**config.mk**
```make
export PLATFORM = sky130hd
export DESIGN_NAME = inv_mix_columns_iter
export DESIGN_NICKNAME = d
export VERILOG_FILES = /design/src/rtl/inv_mix_columns_iter.sv
export SDC_FILE = /design/constraint.sdc
export NUM_CORES = 1
export LEC_CHECK = 0
export ABC_AREA = 1
export CAP_MARGIN = 10
export CORE_ASPECT_RATIO = 1.4
export CORE_MARGIN = 3
export CORE_UTILIZATION = 30
export CTS_CLUSTER_DIAMETER = 50
export CTS_CLUSTER_SIZE = 12
export DETAILED_ROUTE_END_ITERATION = 8
export HOLD_SLACK_MARGIN = 0.03
export PLACE_DENSITY_LB_ADDON = 0.25
export RECOVER_POWER = 50
export SYNTH_ARGS = -nofsm -noshare
export SYNTH_HDL_FRONTEND = slang
export SYNTH_SLANG_ARGS = --single-unit
```
**constraint.sdc**
```tcl
create_clock -name clk -period 2.7 [get_ports clk]
set_input_delay 0.27 -clock clk [delete_from_list [all_inputs] [get_ports clk]]
set_output_delay 0.27 -clock clk [all_outputs]
set_load 0.1 [all_outputs]
```
**src/rtl/inv_mix_columns_iter.sv**
```systemverilog
// Iterative AES InvMixColumns engine: loads a 128-bit state, rewrites
// COLS_PER_CYCLE columns per clock in place, then holds the result until taken.
module inv_mix_columns_iter #(
    parameter int COLS_PER_CYCLE = 1
) (
    input  logic         clk,
    input  logic         rst_n,
    input  logic         in_valid,
    output logic         in_ready,
    input  logic [127:0] data_in,
    output logic         out_valid,
    input  logic         out_ready,
    output logic [127:0] data_out
);

    localparam logic [1:0] IDLE = 2'd0;
    localparam logic [1:0] BUSY = 2'd1;
    localparam logic [1:0] DONE = 2'd2;
    localparam logic [2:0] STEP = 3'(COLS_PER_CYCLE);

    if (!(COLS_PER_CYCLE == 1 || COLS_PER_CYCLE == 2 || COLS_PER_CYCLE == 4)) begin : g_bad_cols
        $error("inv_mix_columns_iter: COLS_PER_CYCLE must be 1, 2 or 4");
    end

    logic [1:0]   state_q;
    logic [1:0]   col_q;
    logic [127:0] st_q;
    logic [127:0] st_d;
    logic [31:0]  cols_q   [4];
    logic [31:0]  cols_d   [4];
    logic [31:0]  lane_in  [COLS_PER_CYCLE];
    logic [31:0]  lane_out [COLS_PER_CYCLE];
    logic         last_step;

    function automatic logic [7:0] xtime(input logic [7:0] x);
        return {x[6:0], 1'b0} ^ (x[7] ? 8'h1b : 8'h00);
    endfunction

    // Multiples 9/11/13/14 are built from one x2->x4->x8 chain per byte.
    function automatic logic [31:0] inv_col(input logic [31:0] a);
        logic [7:0] m9  [4];
        logic [7:0] m11 [4];
        logic [7:0] m13 [4];
        logic [7:0] m14 [4];
        logic [7:0] x1, x2, x4, x8;
        for (int i = 0; i < 4; i++) begin
            x1     = a[8*i +: 8];
            x2     = xtime(x1);
            x4     = xtime(x2);
            x8     = xtime(x4);
            m9[i]  = x8 ^ x1;
            m11[i] = x8 ^ x2 ^ x1;
            m13[i] = x8 ^ x4 ^ x1;
            m14[i] = x8 ^ x4 ^ x2;
        end
        return {m11[0] ^ m13[1] ^ m9[2]  ^ m14[3],
                m13[0] ^ m9[1]  ^ m14[2] ^ m11[3],
                m9[0]  ^ m14[1] ^ m11[2] ^ m13[3],
                m14[0] ^ m11[1] ^ m13[2] ^ m9[3]};
    endfunction

    for (genvar c = 0; c < 4; c++) begin : g_cols
        assign cols_q[c]         = st_q[32*c +: 32];
        assign st_d[32*c +: 32]  = cols_d[c];
    end

    // Lanes are shared across the iterations; col_q steers which columns they see.
    for (genvar j = 0; j < COLS_PER_CYCLE; j++) begin : g_lanes
        assign lane_in[j]  = cols_q[col_q + 2'(j)];
        assign lane_out[j] = inv_col(lane_in[j]);
    end

    always_comb begin
        cols_d = cols_q;
        for (int j = 0; j < COLS_PER_CYCLE; j++) begin
            cols_d[col_q + 2'(j)] = lane_out[j];
        end
    end

    assign last_step = ({1'b0, col_q} + STEP) == 3'd4;

    always_ff @(posedge clk or negedge rst_n) begin
        if (!rst_n) begin
            state_q <= IDLE;
            col_q   <= '0;
            st_q    <= '0;
        end else begin
            case (state_q)
                IDLE: begin
                    if (in_valid) begin
                        st_q    <= data_in;
                        col_q   <= '0;
                        state_q <= BUSY;
                    end
                end
                BUSY: begin
                    st_q  <= st_d;
                    col_q <= col_q + STEP[1:0];
                    if (last_step) begin
                        state_q <= DONE;
                    end
                end
                DONE: begin
                    if (out_ready) begin
                        state_q <= IDLE;
                    end
                end
                default: state_q <= IDLE;
            endcase
        end
    end

    assign in_ready  = (state_q == IDLE);
    assign out_valid = (state_q == DONE);
    assign data_out  = st_q;

endmodule

```
==> qor.yml, run 1 <==
finish:
  finalNetCount: 2350
  final_common_cell: "nand2_1"
  multi_input_area_sq_um: 8060
  antenna_cells: 0
  final_cell_mix: "627 x nand2_1, 273 x buf_4, 238 x a21oi_1"
  finalNonFillerCells: 2694
  area_growth_pct: 47.8
  fillers: 3881
  final_area_sq_um: 16700
  regArea_sq_um: 3310
  layout-drive-gt1-share: 0.243
setup_path:
  crit_slowest_cell: "dfrtp_2"
  critPathMaxFanout: 14
  crit_family: "buffers and inverters"
  critPathKind: "reg -> reg"
  worst_setup_path_end_kind: "flop"
  worstPathRequired_ns: 3.09
  critPathBufInv: 5
  slowest_delay_ns: 0.46
  start_kind: "flop"
  arrival_ns: 3.05
  crit_chain: "inv_6 -> buf_12 -> buf_4 -> nand2_1 -> nand3_1 -> nand2_4 -> nand2_1 -> nand2_2 -> buf_4 -> xnor2_2 -> xor2_1 -> xor2_1 -> buf_4 -> nand2_1 -> a21oi_1"
cts:
  clockBufferDepth: 2
  clkTransAtPathRegs_ns: 0.07
  cts_buffers: 17
  cts_tree: "done"
  cts.htree.levels: 4
  root_buffer: "clkbuf_16"
  insertion_delay_ns: 0.46
  clkSinkCount: 132
global_routing:
  grt_pass1_wl_um: 85900
  antenna_found_initial: 0
  grt_pass1_vias: 13851
  grt_usage: 0.285
  grt_max_degree: 133
  grt_overflow: 0
route:
  drtIter0Drc: 1102
  drtAntennaViolNets: 0
  viasPerCell: 5.26
  vias: 14163
  wl_per_cell_um: 21.7
  route.detailed.drc: 0
  first_pass_iters: 6
  wl_um: 58400
synth:
  synth_top_area_frac: 0.292
  yosys.area_share.simple: 0.424
  synthMuxAreaShare: 0
  synth_cell_types: 33
  synth_compound_area_frac: 0.119
  yosysWarnings: 0
  synth_nets: 1956
  postSynth.asyncResetShare: 1.00
  yosys.area.top_type: "dfrtp_1"
  syn_area_per_cell_sq_um: 6.21
  synth_top_family_by_area: "simple AND/OR/NAND/NOR gates"
  synth_xor_area_frac: 0.100
  syn_area_sq_um: 11300
  synthCells: 1820
  yosys.area_share.adder: 0.00443
  synth_area_leaders: "dfrtp_1 29%, nand2_1 23%, a21oi_1 11%, nand3_1 11%, nor2_1 4.5%"
  synth-main-ff-cell: "dfrtp_1"
  synth_edf_count: 0
  synth_seq_cells: 132
  yosysSeqAreaShare: 0.292
sta:
  period_needed_ns: 2.66
  slew_headroom: -0.322
  fmax_ghz: 0.376
  finalSetupViolations: 0
  fin_skew_ns: 0.0201
  slew_violations: 133
  worst_hold_slack_ns: 0.388
  rsz0062_at_grt: "true"
  min_period_over_period: 0.984
  worstMarginPinSlew_ns: 1.98
  fin_tns_setup_ns: 0
  hold_viol: 0
floorplanning:
  die_area_sq_um: 40100
  io_pins: 262
  initial_core_util: 0.306
  fp.dieH_um: 236
  core_sq_um: 37000
  die_w_um: 170
  core.rowCount: 83
placement:
  numPortBuffers: 261
  place_inst: 2645
  routabilityCongestion: 1.03
  hpwl_um: 45600
  place_area_sq_um: 15300
outcome:
  violations: "max-capacitance violations, max-slew violations"
  status: "finished, violations left"
flow_run:
  cap_violations: 1
min_path:
  holdCritPathClass: "in -> reg"
cells by family after synthesis:
logic type	count (synthesis)
simple gates	1137
compound gates	264
buf+inv	166
flops	132
xor+xnor	117
fa+ha+maj	4
routing by layer:
layer / share of wire / wire (um) / global-route usage
met5: 0 / 0 / 0
met4: 0.033 / 1940 / 0.0967
met3: 0.054 / 3180 / 0.0294
met2: 0.51 / 29800 / 0.503
met1: 0.40 / 23400 / 0.361
metrics by stage:
stage               setup slack [ns]  utilization
floorplan                      0.161            -
global placement              -0.224        0.415
detailed placement            -0.191        0.415
CTS                          0.00171        0.435
global route                 -0.0958        0.452
finish                        0.0420        0.452
registers in the layout, summed over array words and instances, names as in the netlist:
register,count
data_out,128
col_q,2
state_q,2
final timing paths:
check	endpoint	startpoint	cells after the start	slack [ns]
min	state_q[1]	out_ready	2	0.39
max in group asynchronous	col_q[0]	rst_n	3	0.37
max reg2reg	data_out[16]	col_q[0]	15	0.04
min in group asynchronous	data_out[86]	rst_n	3	1.00
min reg2reg	state_q[1]	state_q[0]	1	0.53
max	data_out[16]	col_q[0]	15	0.04
synthesized netlist by cell type (2+ instances only):
master,number
buf_2,11
a22oi_1,4
o21ai_0,3
buf_1,11
dfrtp_1,132
nand2_2,44
buf_6,3
xor2_1,56
or2_2,3
o211ai_1,2
ha_1,4
inv_2,13
nand3_1,241
nand4_1,3
inv_1,77
xnor2_2,7
nor2_1,134
or2_1,3
nand3b_1,5
nand2_4,6
xor2_2,5
nand2_1,694
clkbuf_1,42
xnor2_1,48
nand3_2,3
clkinv_1,2
buf_4,7
a21oi_1,252
final cells by class:
type / instances / share of cell area
multi-input cells: 1522 / 0.482
repair buffers: 449 / 0.229
flip-flops and latches: 132 / 0.198
well taps: 467 / 0.0350
clock buffers: 19 / 0.0265
inverters: 92 / 0.0215
clock inverters: 13 / 0.00741
repair_timing:
item,in CTS,in global routing
pin swaps,1,19
cloned,0,1
gates resized for setup,21,147
hold buffers,1,0
endpoints found under the setup margin,53,128
setup buffers,5,10
endpoints found under the hold margin,94,0
Power of run 1 is left out: the tool's default activity adds up to more than one toggle a clock period on the data nets, which glitch-free logic cannot reach.
==> inputs of run 2 (changes only) <==
CAP_MARGIN = 20   (was 10)
PLACE_DENSITY = 0.63   (was unset)
PLACE_DENSITY_LB_ADDON = unset   (was 0.25)
==> run 2 against run 1 <==
Effect of this change: count of clock-buffer cells in the layout rose by 4; final cell count is 2.8% higher; critical path type unchanged; cell area rose by 6.1%; largest cell class unchanged; the flow still finishes with violations (max-capacitance violations, max-slew violations); die area unchanged; first-iteration DRC count grew 11%.
==> qor.yml, run 2 (synthesis gave the netlist of run 1 again) <==
outcome:
  status: "finished, violations left"
  violations: "max-capacitance violations, max-slew violations"
setup_path:
  crit_slowest_cell: "dfrtp_2"
  timing.rr.start: "col_q[0]"
  worst_setup_path_end_kind: "flop"
  critPathBufInv: 5
  critPathKind: "reg -> reg"
  worstPathRequired_ns: 3.07
  arrival_ns: 3.04
  critPathMaxFanout: 11
  rrSetupSlack_ns: 0.03
  crit_path_frequent_cell: "nand2_1"
  rr_worst_depth: 18
  crit_chain: "clkinv_4 -> buf_12 -> buf_4 -> nand2_1 -> nand3_2 -> nand2_4 -> buf_4 -> nand2_1 -> nand3_1 -> nand2_4 -> buf_4 -> xor2_1 -> nand2_1 -> nand2_1 -> nand2_1 -> nand2_2 -> nand2_1 -> a21oi_2"
  start_kind: "flop"
  crit_family: "simple AND/OR/NAND/NOR gates"
  r2r_end: "data_out[58]"
  slowest_delay_ns: 0.43
floorplanning:
  initial_core_util: 0.306
  core_sq_um: 37000
  die_area_sq_um: 40100
  io_pins: 262
  die_w_um: 170
  core.rowCount: 83
  fp.dieH_um: 236
global_routing:
  grt_max_degree: 73
  grt_overflow: 0
  grt_pass1_vias: 14354
  grt_usage: 0.286
  antenna_found_initial: 0
  grt_pass1_wl_um: 86600
cts:
  clockBufferDepth: 2
  clkTransAtPathRegs_ns: 0.06
  insertion_delay_ns: 0.45
  clkSinkCount: 132
  cts_buffers: 17
  cts_tree: "done"
  cts.htree.levels: 4
  root_buffer: "clkbuf_16"
flow_run:
  cap_violations: 1
route:
  wl_per_cell_um: 21.7
  route.detailed.drc: 0
  drtAntennaViolNets: 0
  wl_um: 60100
  vias: 14802
  drtIter0Drc: 1228
  viasPerCell: 5.34
  first_pass_iters: 5
placement:
  numPortBuffers: 261
  routabilityCongestion: 0.987
  hpwl_um: 46600
  pre_cts_slack_ns: -0.147
sta:
  slew_violations: 38
  period_needed_ns: 2.67
  fmax_ghz: 0.375
  fin_skew_ns: 0.0113
  slew_headroom: -0.243
  min_period_over_period: 0.988
  worstMarginPinSlew_ns: 1.86
  finalSetupViolations: 0
  rsz0062_at_grt: "true"
  hold_viol: 0
  final.setup.worst_slack_ns: 0.0320
finish:
  final_common_cell: "nand2_1"
  multi_input_area_sq_um: 8460
  fillers: 3780
  finish.utilization: 0.479
  finalNetCount: 2426
  antenna_cells: 0
  regArea_sq_um: 3310
  layout-drive-gt1-share: 0.297
  largest_reg_flops: 128
  area_growth_pct: 56.9
  final_cell_mix: "603 x nand2_1, 322 x buf_4, 214 x a21oi_1"
min_path:
  min_from: "out_ready"
  min_path_cells: 2
  min_to: "state_q[1]"
  holdCritPathClass: "in -> reg"
## run 2: worst max path at each step
stage	startpoint	to	cells past startpoint
2_1_floorplan	data_out[37]	data_out[25]	15
3_3_place_gp	col_q[0]	data_out[8]	15
3_5_place_dp	col_q[0]	data_out[100]	19
4_1_cts	col_q[0]	data_out[127]	13
5_1_grt	col_q[0]	data_out[109]	20
6_report	col_q[0]	data_out[58]	18
## run 2: worst register-to-register path, cell delays in order, from the launching register on
cell and delay, ns:
dfrtp_2 0.43, clkinv_4 0.11, buf_12 0.16, buf_4 0.16, nand2_1 0.08, nand3_2 0.09
nand2_4 0.16, buf_4 0.17, nand2_1 0.06, nand3_1 0.13, nand2_4 0.10, buf_4 0.16
xor2_1 0.19, nand2_1 0.11, nand2_1 0.08, nand2_1 0.06, nand2_2 0.13, nand2_1 0.09
a21oi_2 0.15
## run 2: through the flow
stage / cell area, sq um / instances / hold slack (ns) / setup TNS, ns
3_5_place_dp: 15700 / 2707 / 0.203 / -3.97
4_1_cts: 16500 / 2743 / 0.291 / 0
2_1_floorplan: 11300 / 1820 / -0.0256 / 0
3_3_place_gp: 15700 / 2707 / 0.200 / -2.34
6_report: 17700 / 2770 / 0.388 / 0
5_1_grt: 17700 / 2770 / 0.401 / -1.69
## run 2: layer usage
metal  up-vias  routed length (um)  track usage  part of all wire
met5         -                   0            0                 0
met1      7188               23500        0.357              0.39
li1       6821                   -            -                 -
met2       667               30300        0.495              0.50
met3       126                3880       0.0417             0.065
met4         0                2420        0.106             0.040
## run 2: cell type report
class / instances / area share
clock buffer: 23 / 0.0281
sequential: 132 / 0.186
timing repair buffer: 524 / 0.250
tap: 467 / 0.0330
inverter: 92 / 0.0202
multi-input combinational: 1523 / 0.477
clock inverter: 9 / 0.00522
## run 2: timing repair
action	in CTS	in global routing
setup buffers	3	21
hold buffers	1	0
gates resized for setup	39	236
hold endpoints to repair	36	0
cloned	0	6
pin swaps	3	48
endpoints found under the setup margin	80	124
Power of run 2 is left out for the same reason.
==> inputs of run 3 (changes only) <==
SETUP_SLACK_MARGIN = 0.1   (was unset)
==> run 3 against run 2 <==
Effect of this change: the flow finishes with violations (max-capacitance violations, max-slew violations, negative setup slack); register-to-register slack got worse by 0.06 ns; global-route usage rose by 0.46 points; die area unchanged; fmax is 2.1% lower; wire length is 3.3% higher; cell area grew 9.9%; sequential share of layout area shrank 1.7 points; critical path depth shrank 5; count of clock-buffer cells in the layout is the same; setup slack got worse by 0.058 ns.
==> qor.yml, run 3 (synthesis gave the netlist of run 1 again) <==
outcome:
  status: "finished, violations left"
  violations: "max-capacitance violations, max-slew violations, negative setup slack"
min_path:
  holdCritPathClass: "in -> reg"
sta:
  final.setup.worst_slack_ns: -0.0257
  min_period_over_period: 1.01
  fmax_ghz: 0.367
  worstMarginPinSlew_ns: 1.87
  hold_viol: 0
  period_needed_ns: 2.73
  slew_violations: 38
  fin_skew_ns: 0.0107
  slew_headroom: -0.246
  rsz0062_at_grt: "true"
  fin_tns_setup_ns: -0.0874
  finalSetupViolations: 4
route:
  wl_um: 62100
  first_pass_iters: 5
  vias: 15138
  route.detailed.drc: 0
  viasPerCell: 5.39
  drtAntennaViolNets: 0
  wl_per_cell_um: 22.1
  drtIter0Drc: 1248
placement:
  numPortBuffers: 261
  hpwl_um: 46600
  routabilityCongestion: 0.987
global_routing:
  grt_pass1_wl_um: 87800
  grt_usage: 0.290
  antenna_found_initial: 0
  grt_overflow: 0
  grt_pass1_vias: 14610
  grt_max_degree: 73
cts:
  clkTransAtPathRegs_ns: 0.06
  cts_buffers: 17
  clockBufferDepth: 2
  insertion_delay_ns: 0.44
  clkSinkCount: 132
  cts_tree: "done"
  root_buffer: "clkbuf_16"
  cts.htree.levels: 4
floorplanning:
  core_sq_um: 37000
  fp.dieH_um: 236
  core.rowCount: 83
  die_w_um: 170
  die_area_sq_um: 40100
  initial_core_util: 0.306
  io_pins: 262
flow_run:
  cap_violations: 1
finish:
  finish.utilization: 0.527
  final_cell_mix: "471 x nand2_1, 336 x buf_4, 192 x nand2_2"
  largest_reg_flops: 128
  layout-drive-gt1-share: 0.407
  fillers: 3591
  area_growth_pct: 72.4
  final_common_cell: "nand2_1"
  finalNetCount: 2464
setup_path:
  critPathBufInv: 5
  start_kind: "flop"
  crit_slowest_cell: "dfrtp_2"
  worst_setup_path_end_kind: "flop"
  critPathMaxFanout: 5
  slowest_delay_ns: 0.49
  arrival_ns: 3.10
  rrSetupSlack_ns: -0.03
  critPathKind: "reg -> reg"
  crit_chain: "buf_6 -> buf_12 -> buf_6 -> nand2_2 -> nand3_2 -> nand2_4 -> clkinvlp_4 -> buf_4 -> xor2_1 -> xnor2_2 -> xnor2_2 -> nand2_1 -> a21oi_2"
  crit_family: "buffers and inverters"
  worstPathRequired_ns: 3.07
## run 3: cell count changes in the layout (fill, tap and decap cells not counted), moves of 32 or more
| cell | delta |
|---|---|
| nand2_1 | -132 |
| nand2_2 | +89 |
| nand2_4 | +42 |
| nand3_1 | -42 |
| nand3_2 | +32 |
## run 3: routing by layer
metal	wire length, um	up-vias	part of all wire	track usage
met5	0	-	0	0
li1	-	6893	-	-
met4	2640	0	0.043	0.116
met1	23600	7399	0.38	0.360
met3	4180	151	0.067	0.0459
met2	31600	695	0.51	0.500
## run 3: area by class of cell
class / instances / area [sq um] / area share
Antenna cell: 1 / 2.50 / 0.000128
Clock inverter: 9 / 92.6 / 0.00475
Multi-Input combinational cell: 1523 / 9660 / 0.496
Timing Repair Buffer: 562 / 4970 / 0.255
Sequential cell: 132 / 3310 / 0.170
Inverter: 92 / 372 / 0.0191
Tap cell: 467 / 584 / 0.0300
Clock buffer: 23 / 498 / 0.0256
## run 3: repair_timing
| action | CTS | global route |
|---|---|---|
| buffers inserted | 8 | 51 |
| endpoints found under the hold margin | 36 | 0 |
| pin swaps | 31 | 163 |
| resized for setup | 137 | 460 |
| gates cloned | 2 | 7 |
| hold buffers | 1 | 0 |
| endpoints found under the setup margin | 112 | 128 |
## run 3: worst paths after layout
path                       startpoint           end  depth (start not counted)
max in group asynchronous       rst_n  data_out[76]                          3
min                         out_ready    state_q[1]                          2
min in group asynchronous       rst_n    state_q[1]                          2
min reg2reg                state_q[0]    state_q[1]                          1
max reg2reg                  col_q[0]  data_out[15]                         13
max                          col_q[0]  data_out[15]                         13
## run 3: worst reg2reg max path: cells and delay by family (launching register included)
family	cells	cell delay, ns
and+or+nand+nor	4	0.50
xor gates and xnor gates	3	0.70
DFF	1	0.49
AOI/OAI and AO/OA	1	0.15
buffers and inverters	5	0.80
## run 3: through the flow
stage	setup WS, ns	area [sq um]	cells	hold WS [ns]
finish	-0.0257	19500	2809	0.389
global route	-0.0994	19500	2808	0.401
CTS	0.0612	17100	2750	0.291
detailed placement	-0.147	15700	2707	0.203
global placement	-0.108	15700	2707	0.200
floorplan	0.161	11300	1820	-0.0256
Power of run 3 is left out for the same reason.
